==> src/rtl/instr_encoder_if.sv <==
// instr_encoder_if: command channel into the MIPS instruction encoder.
// Carries a valid/ready handshake with the command class and the raw instruction fields.
//   cmd_valid  command present (master -> slave)
//   cmd_ready  encoder can accept (slave -> master)
//   cmd_kind   0=R 1=lw 2=sw 3=beq 4=addi 5=j 6=END 7=illegal
//   cmd_rs/rt/rd, cmd_funct, cmd_imm  instruction fields
interface instr_encoder_if;
   logic        cmd_valid;
   logic        cmd_ready;
   logic [2:0]  cmd_kind;
   logic [4:0]  cmd_rs;
   logic [4:0]  cmd_rt;
   logic [4:0]  cmd_rd;
   logic [5:0]  cmd_funct;
   logic [25:0] cmd_imm;
   modport master (output cmd_valid, cmd_kind, cmd_rs, cmd_rt, cmd_rd, cmd_funct, cmd_imm, input cmd_ready);
   modport slave (input cmd_valid, cmd_kind, cmd_rs, cmd_rt, cmd_rd, cmd_funct, cmd_imm, output cmd_ready);
endinterface

==> src/rtl/instr_encoder.sv <==
// instr_encoder: assembles command-channel instructions into MIPS words and writes them to
// consecutive imem addresses, for loading a program before the core leaves reset.
//   clk, rst_n   clock, asynchronous active-low reset
//   start        begins a load session at address 0 (ignored while loading)
//   cmd          command channel (slave side)
//   imem_we/addr/wd  registered instruction-memory write port
//   count        words written this session
//   busy, done, err  loading / session finished / finished on an illegal command
module instr_encoder #(
   parameter int ADDR_W = 6
) (
   input  logic              clk,
   input  logic              rst_n,
   input  logic              start,
   instr_encoder_if.slave    cmd,
   output logic              imem_we,
   output logic [ADDR_W-1:0] imem_addr,
   output logic [31:0]       imem_wd,
   output logic [ADDR_W:0]   count,
   output logic              busy,
   output logic              done,
   output logic              err
);
   typedef enum logic [1:0] {IDLE, LOAD, DONE} state_t;
   // count value just before the DEPTH-th word is written
   localparam logic [ADDR_W:0] LAST = {1'b0, {ADDR_W{1'b1}}};
   state_t      state;
   logic [5:0]  op;
   logic [31:0] word;
   assign cmd.cmd_ready = state == LOAD;
   assign busy = state == LOAD;
   assign done = state == DONE;
   always_comb begin
      op = cmd.cmd_kind == 3'd0 ? 6'b000000 :
           cmd.cmd_kind == 3'd1 ? 6'b100011 :
           cmd.cmd_kind == 3'd2 ? 6'b101011 :
           cmd.cmd_kind == 3'd3 ? 6'b000100 :
           cmd.cmd_kind == 3'd4 ? 6'b001000 : 6'b000010;
      word = cmd.cmd_kind == 3'd0 ? {op, cmd.cmd_rs, cmd.cmd_rt, cmd.cmd_rd, 5'b00000, cmd.cmd_funct} :
             cmd.cmd_kind == 3'd5 ? {op, cmd.cmd_imm} :
                                    {op, cmd.cmd_rs, cmd.cmd_rt, cmd.cmd_imm[15:0]};
   end
   always_ff @(posedge clk or negedge rst_n) begin
      if (!rst_n) begin
         state     <= IDLE;
         imem_we   <= 1'b0;
         imem_addr <= '0;
         imem_wd   <= '0;
         count     <= '0;
         err       <= 1'b0;
      end else begin
         imem_we <= 1'b0;
         if (state != LOAD) begin
            if (start) begin
               state <= LOAD;
               count <= '0;
               err   <= 1'b0;
            end
         end else if (cmd.cmd_valid) begin
            if (cmd.cmd_kind < 3'd6) begin
               imem_we   <= 1'b1;
               imem_addr <= count[ADDR_W-1:0];
               imem_wd   <= word;
               count     <= count + 1'b1;
               // memory full: stop taking commands so the address never wraps
               if (count == LAST)
                  state <= DONE;
            end else begin
               state <= DONE;
               err   <= cmd.cmd_kind == 3'd7;
            end
         end
      end
   end
endmodule
==> src/flat_wrapper.sv <==
// flat-port wrapper written by rule: the top's interface ports become plain ports
module instr_encoder_flat 
#(
   parameter int ADDR_W = 6
)
  (clk, rst_n, start, imem_we, imem_addr, imem_wd, count, busy, done, err, cmd_cmd_valid, cmd_cmd_kind, cmd_cmd_rs, cmd_cmd_rt, cmd_cmd_rd, cmd_cmd_funct, cmd_cmd_imm, cmd_cmd_ready);
  instr_encoder_if cmd_i ();
  input  logic clk;
  input  logic rst_n;
  input  logic start;
  output logic imem_we;
  output logic [ADDR_W-1:0] imem_addr;
  output logic [31:0] imem_wd;
  output logic [ADDR_W:0] count;
  output logic busy;
  output logic done;
  output logic err;
  input wire logic [$bits(cmd_i.cmd_valid)-1:0] cmd_cmd_valid;
  input wire logic [$bits(cmd_i.cmd_kind)-1:0] cmd_cmd_kind;
  input wire logic [$bits(cmd_i.cmd_rs)-1:0] cmd_cmd_rs;
  input wire logic [$bits(cmd_i.cmd_rt)-1:0] cmd_cmd_rt;
  input wire logic [$bits(cmd_i.cmd_rd)-1:0] cmd_cmd_rd;
  input wire logic [$bits(cmd_i.cmd_funct)-1:0] cmd_cmd_funct;
  input wire logic [$bits(cmd_i.cmd_imm)-1:0] cmd_cmd_imm;
  output wire logic [$bits(cmd_i.cmd_ready)-1:0] cmd_cmd_ready;
  assign cmd_i.cmd_valid = cmd_cmd_valid;
  assign cmd_i.cmd_kind = cmd_cmd_kind;
  assign cmd_i.cmd_rs = cmd_cmd_rs;
  assign cmd_i.cmd_rt = cmd_cmd_rt;
  assign cmd_i.cmd_rd = cmd_cmd_rd;
  assign cmd_i.cmd_funct = cmd_cmd_funct;
  assign cmd_i.cmd_imm = cmd_cmd_imm;
  assign cmd_cmd_ready = cmd_i.cmd_ready;
  instr_encoder #(.ADDR_W(ADDR_W)) u_core (.clk(clk), .rst_n(rst_n), .start(start), .cmd(cmd_i), .imem_we(imem_we), .imem_addr(imem_addr), .imem_wd(imem_wd), .count(count), .busy(busy), .done(done), .err(err));
endmodule
==> config.mk <==
export PLATFORM = sky130hd
export DESIGN_NAME = instr_encoder_flat
export DESIGN_NICKNAME = d
export VERILOG_FILES = /design/src/rtl/instr_encoder_if.sv /design/src/rtl/instr_encoder.sv /design/src/flat_wrapper.sv
export SDC_FILE = /design/constraint.sdc
export NUM_CORES = 1
export LEC_CHECK = 0
export CORE_MARGIN = 3
export CORE_UTILIZATION = 41
export DETAILED_ROUTE_END_ITERATION = 6
export PLACE_DENSITY_LB_ADDON = 0.08
export SLEW_MARGIN = 40
export SYNTH_ARGS = -nofsm -noshare
export SYNTH_HDL_FRONTEND = slang
export SYNTH_SLANG_ARGS = --single-unit
==> constraint.sdc <==
create_clock -name clk -period 1.6 [get_ports clk]
set_input_delay 0.32 -clock clk [delete_from_list [all_inputs] [get_ports clk]]
set_output_delay 0.32 -clock clk [all_outputs]
set_load 0.01 [all_outputs]
## Word level (Yosys, flattened, before mapping)

Index checks and enable logic that the tools add are counted.
Widths: inputs -> output; s select.

- Add/subtract/negate cells: 1
- Magnitude comparators: 1
- Equality and inequality tests: 13
- Muxes and demuxes: 23
- Bitwise operators: 1
- Reductions and logical operators: 7

Operators with widths:

| operator | count |
|---|---|
| $mux 26 | 2 |
| $mux 7 | 4 |
| $mux 6 | 4 |
| $reduce_and 3->1 | 4 |
| $mux 2 | 5 |
| $eq 3x3->1 const B | 3 |
| $add 7x1->7 const B | 1 |
| $eq 7x6->1 const B | 1 |
| $mux 1 | 7 |
| $eq 3x2->1 const B | 2 |
| $mux 4 | 1 |
| $ne 2x1->1 const B | 2 |
| $reduce_bool 2->1 | 2 |
| $eq 3x1->1 const B | 1 |
| $logic_not 3->1 | 1 |
| $lt 3x3->1 const B | 1 |
| $ne 3x2->1 const B | 1 |
| $eq 2x1->1 const B | 1 |
| $eq 2x2->1 const B | 1 |
| $ne 2x2->1 const B | 1 |
| $not 1->1 | 1 |

- Bits in registers: 49
- Input port bits: 54
- Logic and storage cells: 52

## Depth between registers and ports, before layout

Gate-level depths: netlist of run 1.

- Depth in word-level cells: 6
- Depth in mapped cells: 6

## Worst setup path after synthesis of run 1

No wires, ideal clock.

- Path kind: input-to-reg
- Start point: in cmd_cmd_kind[2]
- End point: reg u_core.count[4]
- Library setup time: 0.077 ns
- Data arrival time: 1.309 ns
- Path slack: 0.214 ns
- Cell stages on the path: 5
- Buffers on the path: 2
- Cells stage by stage: buf_6 > and2_4 > buf_6 > or4_1 > a21oi_1

- Word-level cells in the longest chain between the ends: 3

RTL lines:

| element | line | RTL |
|---|---|---|
| from (decl) | flat_wrapper.sv:19 | `input wire logic [$bits(cmd_i.cmd_kind)-1:0] cmd_cmd_kind;` |
| $lt 3x3->1 | instr_encoder.sv:60 | `if (cmd.cmd_kind < 3'd6) begin` |
| $reduce_bool 2->1 (no line) | -- |  |
| $reduce_and 3->1 (no line) | -- |  |
| to (signal assigned) | instr_encoder.sv:64 | `count <= count + 1'b1;` |
| to (decl) | instr_encoder.sv:19 | `output logic [ADDR_W:0] count,` |

No other way between the ends.
A chain may end at the register's enable or synchronous reset.

## Final worst setup path of run 1

- Start point: reg u_core.state[1]
- End point: out busy

- Word-level cells in the longest chain between the ends: 1

RTL lines:

| element | line | RTL |
|---|---|---|
| from (decl) | instr_encoder.sv:27 | `state_t state;` |
| from (signal assigned) | instr_encoder.sv:45 | `state <= IDLE;` |
| from (signal assigned) | instr_encoder.sv:55 | `state <= LOAD;` |
| from (signal assigned) | instr_encoder.sv:67 | `state <= DONE;` |
| $eq 2x1->1 | instr_encoder.sv:31 | `assign busy = state == LOAD;` |
| to (decl) | flat_wrapper.sv:15 | `output logic busy;` |

No other way between the ends.

==> impl_metrics.env, run 1 <==
export IMPL_status="completed"
export IMPL_setup_viol=0
export IMPL_met2_length_um=2840
export IMPL_power_switching_fraction_pct=27.1
export IMPL_initial_core_util_pct=43.2
export IMPL_htreeDepth=2
export IMPL_port_buffers=102
export IMPL_ir_drop_v=0.000594
export IMPL_power_frac_clock_pct=25.4
export IMPL_gr_total_overflow=0
export IMPL_topRoutingLayerUsed="met4"
export IMPL_drt_wl_total_um=5890
export IMPL_mostFrequentLayoutCells="clkdlybuf4s50_1 (95), o21ai_0 (59), dfrtp_1 (47), mux2i_1 (26), buf_4 (24)"
export IMPL_numCtsBuffers=5
export IMPL_clkSinkCount=47
export IMPL_maxCapViolations=0
export IMPL_comb_power_share_pct=35.3
export IMPL_die_area_um2=6370
export IMPL_seq_power_share_pct=39.3
export IMPL_slew_viol_final=0
export IMPL_ys_ff_latch=47
export IMPL_critPathArrivalTime_ps=1240
export IMPL_place_hpwl_um=4360
export IMPL_syn_area_um2=2230
export IMPL_viasPerCell=5.00
export IMPL_rsz0062_at_grt="yes"
export IMPL_antenna_cells=0
export IMPL_hold_viol=0
export IMPL_rows=26
export IMPL_hold_path_class="reg2reg"
export IMPL_synth_cell_types=34
export IMPL_fin_crit_sh_pct=97.7
export IMPL_fp_dieW_um=79.8
export IMPL_syn2layout_area_growth_pct=63.4
export IMPL_clockBufferDepth=2
export IMPL_syn_inst=209
export IMPL_p_leak_nw=1.62
export IMPL_synth_yosys_seq_area_share_pct=52.7
export IMPL_final_nets=383
export IMPL_p_per_area_nw_per_um2=1080
export IMPL_wl_met3_um=426
export IMPL_antenna_found_initial=0
export IMPL_cp_required_ps=1280
export IMPL_final_common_cell="clkdlybuf4s50_1"
export IMPL_fin_skew_ps=6.68
export IMPL_instances_no_fill=399
export IMPL_start_kind="flop"
export IMPL_clk_pin_slew_ps=80
export IMPL_tritoncts="done"
export IMPL_dp_cells=379
export IMPL_wl_per_cell_um=14.7
export IMPL_coreArea_um2=5170
export IMPL_drtAntennaViolNets=0
export IMPL_clockRootBuffer="clkbuf_8"
export IMPL_yosysWarnings=0
export IMPL_total_power_mw=3.96
export IMPL_grt_util_all_layers_pct=18.8
export IMPL_final_area_um2=3650
export IMPL_drcViolationCount=0
export IMPL_place_area_um2=3400
export IMPL_switchingPower_mw=1.07
export IMPL_p_int_mw=2.89
export IMPL_syn_nets=264
export IMPL_dr_first_iter_drc_count=92
export IMPL_wl_met1_um=2580
export IMPL_ios=104
export IMPL_via_count=1995
export IMPL_grt_pass1_vias=1964
export IMPL_fin_setup_tns_ps=0
export IMPL_grt_max_degree=48
export IMPL_die_y_um=79.8
export IMPL_gp_congestion=0.770
export IMPL_critPathCaptureType="output pin"
export IMPL_firstDrtPassIters=4
export IMPL_layout_min_cycle_time_ps=1560
export IMPL_clk_latency_ps=290
export IMPL_grt_pass1_wl_um=9450
export IMPL_cp_max_fo=4
export IMPL_timing_fmax_mhz=640
export IMPL_drive_above_1_share_pct=15.5
export IMPL_synth_area_per_cell_um2=10.7
export IMPL_fill_cells=398
export IMPL_worstSetupPathType="reg2out"
==> cell usage after synthesis <==
cell type | number | area (µm²)
clkbuf_1 | 9 | 33.8
nor2_1 | 3 | 11.3
or3_1 | 1 | 6.26
nand3b_1 | 2 | 15.0
conb_1 | 1 | 3.75
buf_2 | 3 | 15.0
nand2_2 | 1 | 6.26
nor4_1 | 2 | 12.5
mux2i_1 | 26 | 260
buf_4 | 4 | 30.0
ha_1 | 1 | 12.5
o21bai_1 | 2 | 15.0
a21oi_1 | 2 | 10.0
a21boi_0 | 1 | 7.51
nor3_1 | 2 | 10.0
o21ai_0 | 59 | 295
clkbuf_2 | 1 | 5.00
o31ai_1 | 3 | 22.5
and3b_1 | 1 | 8.76
a32o_1 | 1 | 10.0
a21o_1 | 1 | 7.51
mux2_2 | 8 | 90.1
nand2_1 | 9 | 33.8
inv_1 | 2 | 7.51
o21ai_1 | 2 | 10.0
dfrtp_1 | 47 | 1180
nor4b_1 | 1 | 8.76
or4_1 | 1 | 7.51
nor2b_1 | 2 | 12.5
buf_6 | 3 | 33.8
a22o_1 | 2 | 17.5
xnor2_1 | 1 | 8.76
and2_4 | 1 | 8.76
nand3_1 | 4 | 20.0
==> through the flow <==
stage | util [%] | setup slack, ps | hold WS [ps]
finish | 70.6 | 37.1 | 510
global route | 70.6 | -43.9 | 530
CTS | 69.5 | 1.64 | 513
detailed placement | 65.7 | -238 | 320
global placement | 65.7 | -195 | 321
floorplan | - | 214 | 24.4
==> cell families (layout without fill, tap and decap cells) <==
group | Yosys count | in the layout | synth area share (%)
other cells | 1 | 1 | 0.168
buf+inv | 22 | 142 | 5.60
fa+ha+maj | 1 | 1 | 0.560
xor+xnor | 1 | 1 | 0.392
mux | 34 | 34 | 15.7
compound gates | 73 | 73 | 17.7
flops | 47 | 47 | 52.7
simple gates | 30 | 30 | 7.23
==> cell type report <==
class	count	area (µm²)	area share, %
Multi-Input combinational cell	140	957	26.2
Inverter	2	7.51	0.206
Tap cell	70	87.6	2.40
Timing Repair Buffer	132	1290	35.3
Sequential cell	47	1180	32.2
Clock buffer	6	72.6	1.99
Clock inverter	2	60.1	1.65
==> sequential cells by signal, summed over array words and instances (netlist names) <==
name and count:
u_core.count 7, u_core.err 1, u_core.imem_addr 6, u_core.imem_wd 30
u_core.imem_we 1, u_core.state 2
==> layer usage <==
metal / global-route usage (%) / vias up
met5: 0 / -
met4: 4.56 / 0
met3: 3.95 / 6
met2: 29.4 / 64
met1: 26.9 / 942
li1: - / 983
==> final timing paths <==
kind                                    startpoint             endpoint  slack (ps)  depth (start not counted)
worst max-delay path               u_core.state[1]                 busy          40                          3
worst min-delay path            u_core.imem_wd[15]   u_core.imem_wd[15]         510                          2
worst max register to register     u_core.state[1]      u_core.count[4]          80                          5
worst min register to register  u_core.imem_wd[15]   u_core.imem_wd[15]         510                          2
max in group asynchronous                    rst_n  u_core.imem_addr[1]         840                          3
min in group asynchronous                    rst_n    u_core.imem_wd[0]         530                          3
==> power groups by stage <==
stage | Clock [mW] | Sequential, mW | Combinational, mW
after floorplan | 0 | 1.71 | 0.381
after global placement | 0 | 1.60 | 1.28
after detailed placement | 0 | 1.61 | 1.30
after CTS | 1.04 | 1.56 | 1.40
after global routing | 1.09 | 1.59 | 1.51
final | 1.01 | 1.56 | 1.40
==> critical path, cell delays in order, from the launching register on <==
cell	delay, ps
dfrtp_1	390
buf_4	150
nor2b_2	130
dlygate4sd2_1	280
==> timing repair <==
item / in CTS / in global routing
hold buffers: 1 / 0
endpoints found under the setup margin: 9 / 21
cloned: 0 / 0
setup buffers: 8 / 3
resized for setup: 5 / 7
endpoints found under the hold margin: 37 / 0
Note: power is estimated with default switching activity, not from simulation.
==> run 2, diff against run 1 <==
CTS_CLUSTER_SIZE = 14   (was unset)
==> results of run 2 <==
Same layout as run 1: the final DEF is identical, and so are final timing and power.
==> run 3, diff against run 2 <==
CORE_UTILIZATION = 25   (was 41)
==> run 3 against run 2 <==
Compared with the run above:
- fmax increased by 1.0%
- total power decreased by 9.7%
- critical path type unchanged
- critical endpoint is now count[5]
- register-to-register slack improved by 60 ps
- wire length increased by 12%
==> impl_metrics.env, run 3 (synthesized netlist as in run 1, its figures left out) <==
export IMPL_maxCapViolations=0
export IMPL_antenna_found_initial=0
export IMPL_tritoncts="done"
export IMPL_worst_slew_pin_transition_ps=577
export IMPL_regArea_um2=1180
export IMPL_cts_hold_buf=0
export IMPL_p_per_area_nw_per_um2=988
export IMPL_clkSinkCount=47
export IMPL_whs_ps=17.8
export IMPL_grt_pass1_vias=2094
export IMPL_grt_pass1_wl_um=10900
export IMPL_cp_slowest_cell="clkdlybuf4s50_1"
export IMPL_wl_per_cell_um=15.4
export IMPL_gr_total_overflow=0
export IMPL_grt_util_all_layers_pct=13.5
export IMPL_critPathArrivalTime_ps=1230
export IMPL_final_util_pct=43.0
export IMPL_ios=104
export IMPL_final_area_um2=3620
export IMPL_critical_path_max_stage_delay_ps=550
export IMPL_fp_dieW_um=101
export IMPL_die_area_um2=10100
export IMPL_timing_fmax_mhz=646
export IMPL_drt_wl_total_um=6600
export IMPL_worstSetupPathType="reg2out"
export IMPL_port_buffers=102
export IMPL_cp_max_fo=4
export IMPL_place_hpwl_um=4750
export IMPL_clockBufferDepth=2
export IMPL_firstDrtPassIters=4
export IMPL_syn2layout_area_growth_pct=62.0
export IMPL_multi_input_area_um2=945
export IMPL_cp_required_ps=1280
export IMPL_setup_ws_ps=52.7
export IMPL_drtAntennaViolNets=0
export IMPL_numCtsBuffers=5
export IMPL_place_area_um2=3500
export IMPL_cp_cell_sequence="clkdlybuf4s50_1"
export IMPL_cpLargestDelayFamily="buffers and inverters"
export IMPL_fin_crit_sh_pct=96.7
export IMPL_instances_no_fill=430
export IMPL_fill_cells=849
export IMPL_htreeDepth=2
export IMPL_drcViolationCount=0
export IMPL_via_count=2010
export IMPL_rows=33
export IMPL_fin_setup_tns_ps=0
export IMPL_ir_drop_v=0.000512
export IMPL_drive_above_1_share_pct=15.4
export IMPL_final_nets=381
export IMPL_path_buf_inv=1
export IMPL_total_power_mw=3.57
export IMPL_clockRootBuffer="clkbuf_8"
export IMPL_status="completed"
export IMPL_p_leak_nw=1.59
export IMPL_largest_register="u_core.imem_wd"
export IMPL_die_y_um=101
export IMPL_hold_viol=0
export IMPL_start_kind="flop"
export IMPL_antenna_cells=0
export IMPL_hold_path_class="in2async"
export IMPL_largest_reg_flops=30
export IMPL_grt_max_degree=31
export IMPL_critPathCaptureType="output pin"
export IMPL_mostFrequentLayoutCells="clkdlybuf4s50_1 (94), o21ai_0 (59), dfrtp_1 (44), mux2i_1 (26), buf_4 (23)"
export IMPL_initial_core_util_pct=26.5
export IMPL_layout_min_cycle_time_ps=1550
export IMPL_fin_skew_ps=6.01
export IMPL_dr_first_iter_drc_count=62
export IMPL_setup_viol=0
export IMPL_pre_cts_ws_ps=-265
export IMPL_clk_latency_ps=290
export IMPL_top_regs="u_core.imem_wd: 30 flops, u_core.count: 7 flops, u_core.imem_addr: 6 flops"
export IMPL_slew_viol_final=0
export IMPL_rsz0062_at_grt="yes"
export IMPL_coreArea_um2=8420
export IMPL_gp_congestion=0.701
export IMPL_final_common_cell="clkdlybuf4s50_1"
export IMPL_relSlewSlack_pct=61.5
export IMPL_viasPerCell=4.67
export IMPL_clk_pin_slew_ps=80
export IMPL_dp_cells=420
-- run 3: final cells by class --
type | count | area share [%]
Clock buffer | 6 | 2.01
Inverter | 2 | 0.207
Multi-Input combinational cell | 140 | 26.1
Sequential cell | 47 | 32.6
Tap cell | 105 | 3.63
Timing Repair Buffer | 130 | 35.4
-- run 3: power breakdown --
group / total, mW / switching [mW] / internal [mW]
logic: 1.33 / 0.548 / 0.784
registers: 1.58 / 0.147 / 1.43
clock network: 0.660 / 0.368 / 0.292
-- run 3: path summary, 6_finish.rpt --
check | from | to | slack [ps] | cells past startpoint
setup / recovery | u_core.count[5] | count[5] | 50 | 1
hold / removal | rst_n | u_core.imem_wd[6] | 20 | 1
setup reg to reg | u_core.state[1] | u_core.count[4] | 140 | 3
hold reg to reg | u_core.imem_wd[20] | u_core.imem_wd[20] | 510 | 2
max in group asynchronous | rst_n | u_core.count[2] | 1020 | 2
min in group clk | u_core.imem_wd[20] | u_core.imem_wd[20] | 510 | 2
-- run 3: timing repair --
item,4_1_cts,5_1_grt
setup buffers,2,2
gates resized for setup,8,5
endpoints found under the setup margin,7,41
-- run 3: metal layers --
metal | up-vias | track usage, % | wire length, µm
met1 | 962 | 18.2 | 3030
met2 | 71 | 22.2 | 3020
met3 | 2 | 3.74 | 536
met4 | 0 | 2.18 | 14
li1 | 975 | - | -
met5 | - | 0 | 0
